`src/rtl/hilo_ctrl.sv`:
```
// HI/LO register owner and issue controller for the multi-cycle mul/div units.
// Operands are latched at issue and the result is captured on the cycle the unit drops its stall.
module hilo_ctrl (
    input  logic        clk,
    input  logic        rst,
    input  logic        op_valid,
    input  logic [2:0]  op_code,
    input  logic [31:0] rs_val,
    input  logic [31:0] rt_val,
    output logic [31:0] rd_data,
    output logic        pipe_stall,
    output logic        busy,
    output logic        mul_req,
    output logic [31:0] mul_a,
    output logic [31:0] mul_b,
    input  logic        mul_stall,
    input  logic [31:0] mul_hi,
    input  logic [31:0] mul_lo,
    output logic        div_req,
    output logic [31:0] div_dvsr,
    output logic [31:0] div_dvnd,
    input  logic        div_stall,
    input  logic [31:0] div_hi,
    input  logic [31:0] div_lo
);

    localparam logic [2:0] OP_MULT = 3'd0;
    localparam logic [2:0] OP_DIV  = 3'd1;
    localparam logic [2:0] OP_MFHI = 3'd2;
    localparam logic [2:0] OP_MFLO = 3'd3;
    localparam logic [2:0] OP_MTHI = 3'd4;
    localparam logic [2:0] OP_MTLO = 3'd5;

    typedef enum logic [1:0] {IDLE, MUL_RUN, DIV_RUN, GAP} state_t;

    state_t      state_reg;
    logic [31:0] hi_reg;
    logic [31:0] lo_reg;
    logic [31:0] opa_reg;
    logic [31:0] opb_reg;
    logic        mul_req_reg;
    logic        div_req_reg;

    logic op_known;
    logic op_is_mf;
    logic accept;

    assign op_known = op_valid && (op_code <= OP_MTLO);
    assign op_is_mf = (op_code == OP_MFHI) || (op_code == OP_MFLO);
    // HI/LO are already final in GAP, so only moves-from may proceed there.
    assign pipe_stall = op_known && (state_reg != IDLE) && !((state_reg == GAP) && op_is_mf);
    assign accept     = op_known && (state_reg == IDLE);

    assign rd_data  = (op_code == OP_MFLO) ? lo_reg : hi_reg;
    assign busy     = (state_reg != IDLE);
    assign mul_req  = mul_req_reg;
    assign div_req  = div_req_reg;
    assign mul_a    = opa_reg;
    assign mul_b    = opb_reg;
    assign div_dvsr = opa_reg;
    assign div_dvnd = opb_reg;

    always_ff @(posedge clk or negedge rst) begin
        if (!rst) begin
            state_reg   <= IDLE;
            hi_reg      <= '0;
            lo_reg      <= '0;
            opa_reg     <= '0;
            opb_reg     <= '0;
            mul_req_reg <= 1'b0;
            div_req_reg <= 1'b0;
        end else begin
            case (state_reg)
                IDLE: begin
                    if (accept) begin
                        case (op_code)
                            OP_MULT: begin
                                opa_reg     <= rs_val;
                                opb_reg     <= rt_val;
                                mul_req_reg <= 1'b1;
                                state_reg   <= MUL_RUN;
                            end
                            OP_DIV: begin
                                opa_reg     <= rt_val;
                                opb_reg     <= rs_val;
                                div_req_reg <= 1'b1;
                                state_reg   <= DIV_RUN;
                            end
                            OP_MTHI: hi_reg <= rs_val;
                            OP_MTLO: lo_reg <= rs_val;
                            default: ;
                        endcase
                    end
                end
                MUL_RUN: begin
                    if (!mul_stall) begin
                        hi_reg      <= mul_hi;
                        lo_reg      <= mul_lo;
                        mul_req_reg <= 1'b0;
                        state_reg   <= GAP;
                    end
                end
                DIV_RUN: begin
                    if (!div_stall) begin
                        hi_reg      <= div_hi;
                        lo_reg      <= div_lo;
                        div_req_reg <= 1'b0;
                        state_reg   <= GAP;
                    end
                end
                default: state_reg <= IDLE;
            endcase
        end
    end

endmodule
```
`config.mk`:
```
export PLATFORM = sky130hd
export DESIGN_NAME = hilo_ctrl
export DESIGN_NICKNAME = d
export VERILOG_FILES = /design/src/rtl/hilo_ctrl.sv
export SDC_FILE = /design/constraint.sdc
export NUM_CORES = 1
export LEC_CHECK = 0
export BUFFER_PORTS_ARGS = -buffer_cell sky130_fd_sc_hd__buf_2
export CAP_MARGIN = 20
export CORE_AREA = 2 2 140 142
export CTS_BUF_LIST = sky130_fd_sc_hd__clkbuf_4 sky130_fd_sc_hd__clkbuf_8 sky130_fd_sc_hd__clkbuf_16
export DETAILED_ROUTE_END_ITERATION = 12
export DIE_AREA = 0 0 142 144
export GPL_TIMING_DRIVEN = 1
export PLACE_DENSITY = 0.77
export RECOVER_POWER = 50
export SYNTH_ARGS = -nofsm -noshare
export SYNTH_HDL_FRONTEND = slang
export SYNTH_SLANG_ARGS = --single-unit
export TNS_END_PERCENT = 1
```
`constraint.sdc`:
```
create_clock -name clk -period 2 [get_ports clk]
set_input_delay 0.2 -clock clk [delete_from_list [all_inputs] [get_ports clk]]
set_output_delay 0.2 -clock clk [all_outputs]
set_load 0.01 [all_outputs]
```
==> out/metrics.cfg <==
[outcome]
status=finished, final reports clean

[yosys]
syn_area_per_cell_sq_um=10.2
yosys.area_share.simple_pct=5.90
syn-num-nets=949
yosysUniqueCellTypes=27
muxShareOfSynthArea_pct=23.1
ys_warn_count=0
synth-xor-area-share_pct=0
yosys_register_bits=132
synth_fa_ha_area_share_pct=0.995
seq_area_frac_synth_pct=43.8
synth_compound_area_share_pct=16.1
synth_top_family_by_area=multiplexers
syn_inst=743
netlist_area_sq_mm=0.00754

[detailed_routing]
routedWlPerCell_um=17.8
drc=0
firstDrtPassIters=5
totalWireLength_um=22800
ant_nets=0
drt_iter0_markers=380
dr_total_vias=6705
via_per_inst=5.23

[clock_network]
cts_buffer_depth=2
clock_latency_ns=0.42
cts.sinks=132
root_buffer=clkbuf_16
clk_pin_slew_ns=0.06
cts_tree=done
cts_resized=0
ctsHtreeMaxLevel=4
numCtsBuffers=17

[global_routing]
grt_pass1_wl_um=34000
antenna_found_initial=0
grt_max_degree=67
gr-total-overflow=0
grt_pass1_vias=6354
gr-usage-all-layers_pct=21.7

[die]
start_util_pct=39.5
core_area_sq_mm=0.0191
fp-row-count=51
io_pins=364
die_h_um=144
dieWidth_um=142
die_area_sq_mm=0.0204

[power_and_ir_drop]
ir_worst_vdd_mv=1.02
power.density_mw_per_mm2=1750
cellLeakagePower_nw=5.03
power_frac_comb_pct=51.3
power.share.clock_pct=21.0
power_frac_seq_pct=27.8
intPower_mw=10.5
power.switching_mw=6.73
swShare_pct=39.0

[sta]
slew_violations=0
max_freq_ghz=0.530
tns_ns=0
post-route-period-util_pct=94.3
period_minus_slack_ns=1.89
finalHoldViolCount=0
whs_ns=0.0282
worst_pin_slew_ns=1.36
relSlewSlack_pct=9.62
skew_ns=0.00867
rsz0062_at_grt=false
finalSetupViolations=0

[finish]
diodes=0
final_cell_mix=buf_2 (281), dfrtp_1 (132), mux2_2 (95)
final_cells=1281
areaGrowthSynthToFinish_pct=30.4
nNetsFinal=1237
final_common_cell=buf_2
final_util_pct=51.6
drive_gt1_share_pct=42.0

[critical_path]
cp_common_cell=inv_1
cp_slowest_cell=dfrtp_1
worstPathMaxFanout=5
crit_family=buffers and inverters
critPathMaxStageDelay_ns=0.43
end_kind=output pin
cp_cell_sequence=inv_1, ha_4, inv_1, buf_4, and3_1, buf_2
start_kind=register
crit_required_ns=1.80
cp_data_arrival_time_ns=1.69
path_buf_inv=4
path_class=register to output pin

[placement]
hpwl_um=17300
numPortBuffers=363
gp_congestion=0.818
dpl.cell_count=1248

[min_path]
hp-class=input port to register

[flow_run]
cap_viol_max_count=0

-- cell usage after synthesis, drive strengths merged --
library cell / number / share of area [%]
a21boi: 1 / 0.10
a21oi: 66 / 4.4
a22oi: 66 / 6.6
a31oi: 1 / 0.083
and3: 1 / 0.083
buf: 90 / 8.3
clkbuf: 30 / 1.5
dfrtp: 132 / 44
ha: 6 / 1.0
inv: 6 / 0.30
mux2: 98 / 15
mux2i: 64 / 8.5
nand2: 66 / 3.3
nand2b: 2 / 0.17
nand3b: 2 / 0.20
nand4: 1 / 0.083
nor2: 37 / 1.8
o211a: 1 / 0.13
o211ai: 1 / 0.10
o21ai: 69 / 4.6
o2bb2ai: 1 / 0.12
or3b: 1 / 0.12
or4b: 1 / 0.13
-- cell type report --
cell class / instances / area (sq um)
repair buffers: 389 / 2050
fillers: 1751 / 9240
flip-flops and latches: 132 / 3300
inverters: 6 / 22.5
clock inverters: 12 / 228
multi-input cells: 485 / 3500
well taps: 238 / 298
clock buffers: 19 / 447
-- worst reg2reg max path, delay by kind of cell (launching register included) --
| kind | cells | cell delay [ns] |
|---|---|---|
| flip-flops | 1 | 0.40 |
| buffers and inverters | 2 | 0.38 |
| multiplexers | 1 | 0.36 |
| AO/OA/AOI/OAI | 2 | 0.26 |
| adder cells (fa/ha/maj) | 1 | 0.24 |
| AND/OR/NAND/NOR | 1 | 0.12 |
-- through the flow --
step,area [sq um],worst slack (ns),total power [mW]
floorplan,7540,0.116,11.2
global placement,9270,0.135,13.5
detailed placement,9270,0.0821,13.8
CTS,9960,0.0786,17.5
global route,9840,0.00747,18.5
finish,9840,0.114,17.3
-- layer usage --
layer,vias to the layer above,share of wire (%),track usage (%)
met5,-,0,0
met4,0,2.6,8.26
met3,43,5.1,3.84
met2,277,47,34.1
met1,3214,45,30.1
li1,3171,-,-
-- power by group through the flow --
stage	clock network [mW]	registers (mW)	logic [mW]
after floorplan	0	4.88	6.28
after global placement	0	4.73	8.72
after detailed placement	0	4.80	9.01
after CTS	3.68	4.76	9.05
after global routing	3.80	4.94	9.73
final	3.62	4.79	8.85
-- path summary, 6_finish.rpt --
| kind | startpoint | endpoint | cells past startpoint | slack [ns] |
|---|---|---|---|---|
| setup / recovery | state_reg[1] | pipe_stall | 6 | 0.11 |
| hold / removal | mul_stall | mul_req | 3 | 0.03 |
| setup reg to reg | state_reg[0] | lo_reg[12] | 7 | 0.12 |
| hold reg to reg | div_dvsr[21] | div_dvsr[21] | 2 | 0.50 |
| max in group asynchronous | rst | lo_reg[22] | 3 | 0.33 |
| min in group asynchronous | rst | hi_reg[13] | 2 | 0.64 |
-- repair_timing --
item	CTS	global route
hold buffers	1	0
endpoints found under the hold margin	50	0
endpoints found under the setup margin	0	10
setup buffers	0	1
-- cells by family (layout without fill, tap and decap cells) --
kind of cell	after synthesis	count (layout)
buffers and inverters	126	426
AND/OR/NAND/NOR	111	111
multiplexers	162	162
adder cells (fa/ha/maj)	6	6
AO/OA/AOI/OAI	206	206
flip-flops	132	132
No activity file was read; power rests on OpenSTA's default activity.
